$ cat config.mk
export PLATFORM = sky130hd
export DESIGN_NAME = lsu_mem_initiator
export DESIGN_NICKNAME = d
export VERILOG_FILES = /design/src/rtl/lsu_mem_initiator.sv
export SDC_FILE = /design/constraint.sdc
export NUM_CORES = 1
export LEC_CHECK = 0
export BUFFER_PORTS_ARGS = -buffer_cell sky130_fd_sc_hd__clkbuf_2
export CORE_MARGIN = 2
export CORE_UTILIZATION = 49
export DETAILED_ROUTE_END_ITERATION = 12
export GPL_TIMING_DRIVEN = 0
export PLACE_DENSITY = 0.89
export SETUP_SLACK_MARGIN = 0.02
export SLEW_MARGIN = 20
export SYNTH_ARGS = -nofsm -noshare
export SYNTH_HDL_FRONTEND = slang
export SYNTH_SLANG_ARGS = --single-unit
$ cat constraint.sdc
create_clock -name clk -period 2.5 [get_ports clk]
set_input_delay 0.25 -clock clk [delete_from_list [all_inputs] [get_ports clk]]
set_output_delay 0.25 -clock clk [all_outputs]
set_load 0.05 [all_outputs]
$ cat src/rtl/lsu_mem_initiator.sv
// MEM-stage load/store initiator: alignment check, lane-shifted memory request,
// load extension and a watchdog that converts a stalled memory into an access fault.
module lsu_mem_initiator #(
    parameter int unsigned TIMEOUT = 16
) (
    input  logic        clk,
    input  logic        rst,
    input  logic        req_valid,
    output logic        req_ready,
    input  logic        req_we,
    input  logic [2:0]  req_funct3,
    input  logic [31:0] req_addr,
    input  logic [31:0] req_wdata,
    output logic        resp_valid,
    output logic [31:0] resp_rdata,
    output logic        resp_exception,
    output logic [3:0]  resp_exception_code,
    output logic        mem_req_valid,
    input  logic        mem_req_ready,
    output logic        mem_we,
    output logic [31:0] mem_addr,
    output logic [3:0]  mem_wstrb,
    output logic [31:0] mem_wdata,
    input  logic        mem_rvalid,
    input  logic [31:0] mem_rdata
);

    typedef enum logic [1:0] {IDLE, REQ, WAIT, RESP} state_t;

    localparam logic [7:0] WD_LAST = 8'(TIMEOUT - 1);

    state_t      state, state_nxt;
    logic        we_q;
    logic [2:0]  f3_q;
    logic [1:0]  off_q;
    logic [7:0]  wd;
    logic        illegal, misaligned, expire;
    logic [3:0]  strb_nxt;
    logic [31:0] wdata_nxt, lane, load_ext;

    always_comb begin
        illegal    = (req_funct3 == 3'b011) || (req_funct3[2:1] == 2'b11) ||
                     (req_we && req_funct3[2]);
        misaligned = ((req_funct3[1:0] == 2'b01) && req_addr[0]) ||
                     ((req_funct3[1:0] == 2'b10) && (req_addr[1:0] != 2'b00));
        expire     = (wd == WD_LAST);
    end

    always_comb begin
        strb_nxt  = '0;
        wdata_nxt = req_wdata;
        case (req_funct3[1:0])
            2'b00: begin
                strb_nxt  = 4'b0001 << req_addr[1:0];
                wdata_nxt = {4{req_wdata[7:0]}};
            end
            2'b01: begin
                strb_nxt  = req_addr[1] ? 4'b1100 : 4'b0011;
                wdata_nxt = {2{req_wdata[15:0]}};
            end
            default: begin
                strb_nxt  = 4'b1111;
                wdata_nxt = req_wdata;
            end
        endcase
        if (!req_we)
            strb_nxt = '0;
    end

    // Half-word offsets are always 0 or 2 here, so one shift serves both widths.
    always_comb begin
        lane     = mem_rdata >> {off_q, 3'b000};
        load_ext = mem_rdata;
        case (f3_q)
            3'b000:  load_ext = {{24{lane[7]}}, lane[7:0]};
            3'b100:  load_ext = {24'd0, lane[7:0]};
            3'b001:  load_ext = {{16{lane[15]}}, lane[15:0]};
            3'b101:  load_ext = {16'd0, lane[15:0]};
            default: load_ext = mem_rdata;
        endcase
    end

    always_ff @(posedge clk) begin
        if (!rst)
            state <= IDLE;
        else
            state <= state_nxt;
    end

    always_comb begin
        state_nxt = state;
        case (state)
            IDLE: if (req_valid) state_nxt = (illegal || misaligned) ? RESP : REQ;
            REQ: begin
                if (mem_req_ready)
                    state_nxt = we_q ? RESP : WAIT;
                else if (expire)
                    state_nxt = RESP;
            end
            WAIT: if (mem_rvalid || expire) state_nxt = RESP;
            RESP: state_nxt = IDLE;
            default: state_nxt = IDLE;
        endcase
    end

    always_comb begin
        req_ready     = (state == IDLE);
        mem_req_valid = (state == REQ);
        resp_valid    = (state == RESP);
    end

    // Response fields are loaded only on entry to RESP and cleared while in it.
    always_ff @(posedge clk) begin
        if (!rst) begin
            we_q                <= 1'b0;
            f3_q                <= '0;
            off_q               <= '0;
            wd                  <= '0;
            mem_we              <= 1'b0;
            mem_addr            <= '0;
            mem_wstrb           <= '0;
            mem_wdata           <= '0;
            resp_rdata          <= '0;
            resp_exception      <= 1'b0;
            resp_exception_code <= '0;
        end else begin
            case (state)
                IDLE: begin
                    if (req_valid) begin
                        we_q      <= req_we;
                        f3_q      <= req_funct3;
                        off_q     <= req_addr[1:0];
                        wd        <= '0;
                        mem_we    <= req_we;
                        mem_addr  <= {req_addr[31:2], 2'b00};
                        mem_wstrb <= strb_nxt;
                        mem_wdata <= wdata_nxt;
                        if (illegal) begin
                            resp_exception      <= 1'b1;
                            resp_exception_code <= 4'd2;
                        end else if (misaligned) begin
                            resp_exception      <= 1'b1;
                            resp_exception_code <= req_we ? 4'd6 : 4'd4;
                        end
                    end
                end
                REQ: begin
                    wd <= wd + 8'd1;
                    if (!mem_req_ready && expire) begin
                        resp_exception      <= 1'b1;
                        resp_exception_code <= we_q ? 4'd7 : 4'd5;
                    end
                end
                WAIT: begin
                    wd <= wd + 8'd1;
                    if (mem_rvalid) begin
                        resp_rdata <= load_ext;
                    end else if (expire) begin
                        resp_exception      <= 1'b1;
                        resp_exception_code <= we_q ? 4'd7 : 4'd5;
                    end
                end
                RESP: begin
                    resp_rdata          <= '0;
                    resp_exception      <= 1'b0;
                    resp_exception_code <= '0;
                end
                default: ;
            endcase
        end
    end

endmodule

* Yosys cells after proc, flatten, opt, wreduce, memory -nomap -nowiden
Index checks and enable logic that the tools add are counted.
Storage, ports and cells: input port bits 105, output and inout port bits 109, register bits after elaboration 119
Cells by class: multiplexer cells 32, add/subtract/negate cells 1, equal/unequal tests 19, shift operators 2, reduce and logical (&&, ||, !) cells 22
Operator list (count):
- $pmux 32 s2 | 2
- $pmux 32 s4 | 1
- $mux 32 | 1
- $mux 4 | 8
- $shr 32x5->16 | 1
- $pmux 4 s4 | 1
- $pmux 8 s2 | 1
- $mux 2 | 7
- $ne 2x2->1 const B | 5
- $add 8x1->8 const B | 1
- $eq 2x2->1 const B | 4
- $eq 8x4->1 const B | 1
- $mux 8 | 1
- $pmux 2 s4 | 1
- $pmux 4 s2 | 1
- $mux 1 | 7
- $eq 3x3->1 const B | 2
- $ne 3x1->1 const B | 2
- $reduce_and 2->1 | 3
- $reduce_bool 2->1 | 3
- $logic_or 1x1->1 | 5
- $reduce_and 5->1 | 1
- $eq 2x1->1 const B | 2
- $logic_and 1x1->1 | 4
- 10 further kinds | 11

* Depth between registers and ports, before layout
Gate-level depths: netlist of the first run.
word-level depth 7, depth in mapped cells 8, gate-level depth less buffers 6

* Worst setup path after synthesis of the first run
No wires, ideal clock.
path kind reg2reg, start point register state[0], end point register wd[7], required time 2.427 ns, arrival 2.294 ns, library setup time 0.073 ns, path slack 0.133 ns, stages on the path, launching flop included 7, cell sequence dfxtp_1 > inv_1 > ha_1 > mux2i_1 > or4_4 > or3_1 > a21oi_1
Between the ends: elaborated cells between the ends (all ways) 8, those cells by class eq/ne (3); mux (1); reduce/logical (4)
RTL lines:
- start, declared | RTL line 32 | state_t state, state_nxt;
- start signal, assigned | RTL line 87 | state <= state_nxt;
- $logic_not 2->1 (*)
- named net req_ready | RTL line 9 | output logic req_ready,
- $ne 2x2->1 (no source line) / $reduce_bool 2->1 (equally long branches)
- $reduce_and 2->1 (no source line)
- end signal, assigned | RTL line 148 | wd <= wd + 8'd1;
- end signal, assigned | RTL line 155 | wd <= wd + 8'd1;
- end, declared | RTL line 36 | logic [7:0] wd;
The timed path passes the listed nets; every way through them passes the cells marked *. A chain may end at the register's enable or synchronous reset.

* Worst setup path in the final report of the first run
start point register state[1], end point register wd[7]
Between the ends: word-level cells in the longest chain between the ends 4, elaborated cells between the ends (all ways) 8, those cells by class eq/ne (3); mux (1); reduce/logical (4)
Ends and longest elaborated chain:
- $eq 2x1->1 / $eq 2x2->1 (equally long branches) | RTL line 127 | case (state)
- $reduce_or 2->1 (no source line)
- $reduce_bool 2->1 (no source line)
- $reduce_and 2->1 (no source line)
Parallel ways exist; a longest one is shown, timed or not.

==> results of run 1 <==
[synthesized netlist by cell type, drive strengths merged, types with 4 or more instances]
cell / number / share of area [%]
mux2i: 33 / 6.2
nand2b: 11 / 1.3
nor2b: 5 / 0.59
o2111ai: 6 / 0.98
o2bb2ai: 8 / 1.3
buf: 8 / 0.94
nor3: 4 / 0.37
nand2: 151 / 11
o21ai: 39 / 3.7
dfxtp: 118 / 44
a21oi: 69 / 6.5
o41ai: 4 / 0.66
o211ai: 14 / 2.0
a211oi: 8 / 1.1
ha: 6 / 1.4
nand3: 10 / 0.94
a22oi: 24 / 3.4
clkbuf: 47 / 3.3
a311oi: 8 / 1.3
inv: 14 / 0.98
nor2: 29 / 2.0
[per-stage QoR]
stage | setup WS (ns) | power [mW] | std cells
floorplan | 0.133 | 4.87 | 656
global placement | 0.238 | 5.66 | 1006
detailed placement | 0.200 | 5.70 | 1006
CTS | 0.192 | 8.17 | 1071
global route | 0.0217 | 8.61 | 1071
finish | 0.168 | 8.29 | 1071
[worst min-delay path by stage]
stage,from,endpoint,cells after the start
floorplan,req_funct3[2],f3_q[2]$_SDFFE_PN0P_,2
global placement,mem_wdata[24]$_SDFFE_PN0P_,mem_wdata[24]$_SDFFE_PN0P_,2
detailed placement,mem_wdata[28]$_SDFFE_PN0P_,mem_wdata[28]$_SDFFE_PN0P_,2
CTS,req_wdata[6],mem_wdata[6]$_SDFFE_PN0P_,3
global route,req_wdata[7],mem_wdata[7]$_SDFFE_PN0P_,3
finish,req_wdata[7],mem_wdata[7]$_SDFFE_PN0P_,3
[repair_timing]
item                       in CTS  in global routing
hold buffers                   33                  0
gates resized for setup         0                  7
setup endpoints to repair       0                 52
hold endpoints to repair       33                  0
[power groups by stage]
stage / Sequential [mW] / Clock [mW] / Combinational, mW
2_1_floorplan: 3.63 / 0 / 1.24
3_3_place_gp: 2.49 / 0 / 3.17
3_5_place_dp: 2.50 / 0 / 3.20
4_1_cts: 2.47 / 2.45 / 3.25
5_1_grt: 2.52 / 2.56 / 3.52
6_report: 2.50 / 2.47 / 3.33
[critical path: stages, from the launching register on]
cell,delay (ns)
dfxtp_1,0.42
inv_1,0.11
ha_1,0.43
mux2i_1,0.24
or4_4,0.58
or3_1,0.35
a21oi_1,0.13
[sequential cells by signal (all words and copies together), names as in the netlist]
name / cells
wd: 8
mem_wstrb: 4
mem_wdata: 32
off_q: 2
resp_exception: 1
mem_addr: 30
resp_exception_code: 3
state: 2
we_q: 1
f3_q: 3
resp_rdata: 32
[routing by layer]
layer / up-vias / share of wire, % / track usage, %
li1: 2836 / - / -
met1: 2871 / 37 / 37.9
met2: 432 / 48 / 55.4
met3: 76 / 11 / 9.16
met4: 0 / 4.5 / 17.2
met5: - / 0 / 0
[cell type report]
| class | instances | area (sq um) |
|---|---|---|
| Buffer | 55 | 230 |
| Sequential cell | 118 | 2360 |
| Multi-Input combinational cell | 469 | 2710 |
| Clock buffer | 18 | 428 |
| Tap cell | 140 | 175 |
| Clock inverter | 14 | 163 |
| Timing Repair Buffer | 243 | 1380 |
| Fill cell | 839 | 3240 |
| Inverter | 14 | 52.6 |
[cell families (layout without fill, tap and decap cells)]
logic type               after synthesis  count (layout)  share of synthesized area [%]
AND/OR/NAND/NOR                      225             225                           18.0
AO/OA/AOI/OAI                        195             195                           23.2
flip-flops                           118             118                           44.2
buffers and inverters                 69             344                           5.22
multiplexers                          36              36                           7.23
adder cells (fa/ha/maj)                6               6                           1.40
XOR/XNOR                               4               4                          0.656
other                                  1               3                         0.0702
==> results.sh, run 1 <==
export IMPL_p_switching_mw=3.71
export IMPL_grt_max_degree=17
export IMPL_die_w_um=108
export IMPL_combPwrFrac_pct=40.2
export IMPL_post_cts_buffers=0
export IMPL_clock_latency_ns=0.52
export IMPL_cp_max_fo=8
export IMPL_ys_seq_elements=118
export IMPL_r2r_slack_ns=0.17
export IMPL_critPathRequiredTime_ns=2.94
export IMPL_async_flop_share_pct=0
export IMPL_startpoint="state[1]$_SDFFE_PN0P_"
export IMPL_wl_per_cell_um=18.4
export IMPL_ios=214
export IMPL_endpoint_kind="register"
export IMPL_io_buffer_count=210
export IMPL_layout_commonest_cell="clkbuf_2"
export IMPL_cts_htree_levels=4
export IMPL_cts_sinks=118
export IMPL_nNetsFinal=1029
export IMPL_start_util_pct=49.7
export IMPL_place_area_sq_um=6580
export IMPL_power_share_clock_pct=29.7
export IMPL_path_clk_slew_ns=0.06
export IMPL_layout_drive_gt1_share_pct=27.6
export IMPL_syn_area_per_cell_sq_um=8.17
export IMPL_synth_edf_count=0
export IMPL_ir_drop_mv=0.821
export IMPL_die_area_sq_um=11800
export IMPL_cts_buffer_depth=2
export IMPL_synth_cells=654
export IMPL_hold_viol_final=0
export IMPL_syn_area_sq_um=5350
export IMPL_worstReg2RegStart="state[1]$_SDFFE_PN0P_"
export IMPL_numCtsBuffers=17
export IMPL_period_needed_ns=2.33
export IMPL_vias=6215
export IMPL_ys_flop_type="dfxtp_1"
export IMPL_drv_slew=0
export IMPL_die_y_um=108
export IMPL_utilization_pct=69.8
export IMPL_area_growth_pct=40.4
export IMPL_yosysSeqAreaShare_pct=44.2
export IMPL_min_path_type="input pin to register"
export IMPL_clockRootBuffer="clkbuf_8"
export IMPL_rr_endpoint="wd[7]$_SDFFE_PN0P_"
export IMPL_pwr_density_cell_nw_per_um2=1110
export IMPL_core_area_sq_um=10700
export IMPL_drc=0
export IMPL_fmax_mhz=429
export IMPL_ys_warnings_count=0
export IMPL_endpoint="wd[7]$_SDFFE_PN0P_"
export IMPL_tritoncts="built"
export IMPL_drtAntennaViolNets=0
export IMPL_row_count=38
export IMPL_overflow=0
export IMPL_skew_ns=0.0151
export IMPL_crit_type="register to register"
export IMPL_cp_start_kind="register"
export IMPL_slew_headroom_pct=47.0
export IMPL_fin_area_sq_um=7500
export IMPL_holdWs_ns=0.0267
export IMPL_synth_cell_types=52
export IMPL_diodes=0
export IMPL_drt_iter0_markers=602
export IMPL_final_cell_mix="clkbuf_2 (213), nand2_1 (151), dfxtp_1 (118)"
export IMPL_antenna_found_initial=0
export IMPL_cp_arrival_ns=2.77
export IMPL_p_seq_share_pct=30.1
export IMPL_track_usage_pct=32.9
export IMPL_rsz0062_at_grt="no"
export IMPL_worstMarginPinSlew_ns=0.792
export IMPL_place_gp_congestion=0.915
export IMPL_via_per_inst=5.80
export IMPL_wl_mm=19.7
export IMPL_cap_viol_max_count=0
export IMPL_first_pass_iters=5
export IMPL_fin_crit_sh_pct=93.3
export IMPL_final_setup_tns_ns=0
export IMPL_status="finished, final reports clean"
export IMPL_p_int_mw=4.59
export IMPL_finalSetupViolCount=0
export IMPL_first_global_vias=5896
export IMPL_dpl_hpwl_mm=12.7
export IMPL_switching_share_pct=44.7
export IMPL_reg2reg_depth=6
export IMPL_grt_pass1_wl_mm=30.0
export IMPL_p_leak_nw=3.23
(Power assumes the default switching activity.)
==> run 2: changes to the inputs <==
--- a/config.mk
+++ b/config.mk
@@ -11,6 +11,7 @@
 export DETAILED_ROUTE_END_ITERATION = 12
 export GPL_TIMING_DRIVEN = 0
 export PLACE_DENSITY = 0.89
+export RECOVER_POWER = 50
 export SETUP_SLACK_MARGIN = 0.02
 export SLEW_MARGIN = 20
 export SYNTH_ARGS = -nofsm -noshare
==> run 2 against run 1 <==
Net effect: utilization down 1.2 points; critical path depth rose by 1; total power fell by 0.99%; first-iteration DRC count is 12% lower; clock skew shrank 0.0014 ns; register-to-register slack barely moved; global-route usage unchanged; clock power is essentially flat; via count hardly changed; critical path type unchanged; critical endpoint is now mem_addr[10]$_SDFFE_PN0P_; largest power group unchanged.
==> results.sh, run 2 (same netlist as run 1, synthesis figures left out) <==
export IMPL_worstReg2RegStart="state[0]$_SDFFE_PN0P_"
export IMPL_pwr_density_cell_nw_per_um2=1110
export IMPL_utilization_pct=68.6
export IMPL_cts_buffer_depth=2
export IMPL_place_area_sq_um=6580
export IMPL_diodes=0
export IMPL_layout_commonest_cell="nand2_1"
export IMPL_drc=0
export IMPL_core_area_sq_um=10700
export IMPL_start_util_pct=49.7
export IMPL_startpoint="state[0]$_SDFFE_PN0P_"
export IMPL_fin_area_sq_um=7370
export IMPL_final_setup_tns_ns=0
export IMPL_vias=6212
export IMPL_cts_sinks=118
export IMPL_die_y_um=108
export IMPL_fin_crit_sh_pct=93.0
export IMPL_fmax_mhz=430
export IMPL_grt_pass1_wl_mm=30.0
export IMPL_wl_mm=19.8
export IMPL_row_count=38
export IMPL_via_per_inst=5.80
export IMPL_r2r_slack_ns=0.17
export IMPL_crit_type="register to register"
export IMPL_wl_per_cell_um=18.5
export IMPL_die_area_sq_um=11800
export IMPL_worstMarginPinSlew_ns=0.782
export IMPL_reg_top3="mem_wdata (32), resp_rdata (32), mem_addr (30)"
export IMPL_die_w_um=108
export IMPL_whs_path_depth=3
export IMPL_drtAntennaViolNets=0
export IMPL_cap_viol_max_count=0
export IMPL_rr_endpoint="mem_addr[10]$_SDFFE_PN0P_"
export IMPL_final_cell_mix="nand2_1 (151), clkbuf_1 (148), dfxtp_1 (118)"
export IMPL_clockRootBuffer="clkbuf_8"
export IMPL_io_buffer_count=210
export IMPL_ios=214
export IMPL_period_needed_ns=2.33
export IMPL_drv_slew=0
export IMPL_slew_headroom_pct=47.6
export IMPL_rsz0062_at_grt="no"
export IMPL_nNetsFinal=1029
export IMPL_skew_ns=0.0137
export IMPL_drt_iter0_markers=531
export IMPL_first_pass_iters=6
export IMPL_cp_start_kind="register"
export IMPL_p_leak_nw=2.88
export IMPL_numCtsBuffers=17
export IMPL_holdWs_ns=0.0287
export IMPL_post_cts_buffers=0
export IMPL_status="finished, final reports clean"
export IMPL_cp_arrival_ns=2.74
export IMPL_clock_latency_ns=0.52
export IMPL_critPathRequiredTime_ns=2.91
export IMPL_hold_end="mem_wdata[6]$_SDFFE_PN0P_"
export IMPL_first_global_vias=5896
export IMPL_layout_drive_gt1_share_pct=16.3
export IMPL_worstHoldStart="req_wdata[6]"
export IMPL_overflow=0
export IMPL_track_usage_pct=32.9
export IMPL_cts_htree_levels=4
export IMPL_cp_max_fo=10
export IMPL_hold_viol_final=0
export IMPL_tritoncts="built"
export IMPL_endpoint_kind="register"
export IMPL_path_clk_slew_ns=0.07
export IMPL_dpl_hpwl_mm=12.7
export IMPL_area_growth_pct=37.9
export IMPL_reg2reg_depth=7
export IMPL_place_gp_congestion=0.915
export IMPL_grt_max_degree=17
export IMPL_ir_drop_mv=0.816
export IMPL_antenna_found_initial=0
export IMPL_min_path_type="input pin to register"
export IMPL_finalSetupViolCount=0
## run 2: cell count changes in the layout (fill, tap and decap cells not counted)
cell      before  now
clkbuf_1      43  148
clkbuf_2     213  108
## run 2: final cells by class
class | count | area (sq um)
clock inverters | 14 | 163
flip-flops and latches | 118 | 2360
plain buffers | 55 | 230
fillers | 900 | 3370
inverters | 14 | 52.6
well taps | 140 | 175
repair buffers | 243 | 1250
multi-input cells | 469 | 2710
clock buffers | 18 | 428
## run 2: report_power, final
part | total, mW | leakage, nW | internal [mW] | switching, mW
sequential | 2.49 | 0.964 | 2.25 | 0.241
clock | 2.47 | 0.284 | 1.47 | 0.996
combinational | 3.25 | 1.63 | 0.778 | 2.47
## run 2: layer usage
layer	GRT usage, %	share of wire, %
met2	55.4	48
met1	37.9	37
met3	9.16	10
met5	0	0
met4	17.2	4.3
## run 2: worst max-delay path: stages (launching register included)
cell and delay (ns):
dfxtp_1 0.39, inv_1 0.11, ha_1 0.31, nand2_1 0.13
clkbuf_1 0.46, clkbuf_1 0.40, nand2_1 0.11, a21oi_1 0.30
## run 2: repair_timing
action | in CTS | in global routing
endpoints found under the setup margin | 0 | 52
resized for setup | 0 | 7
hold endpoints to repair | 33 | 0
hold buffers | 33 | 0
## run 2: how the worst max path moves through the flow
stage / cells after the start / to / slack, ns
2_1_floorplan: 6 / wd[7]$_SDFFE_PN0P_ / 0.13
3_3_place_gp: 6 / wd[7]$_SDFFE_PN0P_ / 0.24
3_5_place_dp: 6 / wd[7]$_SDFFE_PN0P_ / 0.20
4_1_cts: 8 / mem_addr[20]$_SDFFE_PN0P_ / 0.19
5_1_grt: 8 / resp_rdata[16]$_SDFFE_PN0P_ / 0.02
6_report: 7 / mem_addr[10]$_SDFFE_PN0P_ / 0.17
## run 2: through the flow
stage	power [mW]	setup WS, ns	instances
floorplan	4.87	0.133	656
global placement	5.66	0.238	1006
detailed placement	5.70	0.200	1006
CTS	8.17	0.192	1071
global route	8.52	0.0217	1071
finish	8.21	0.174	1071
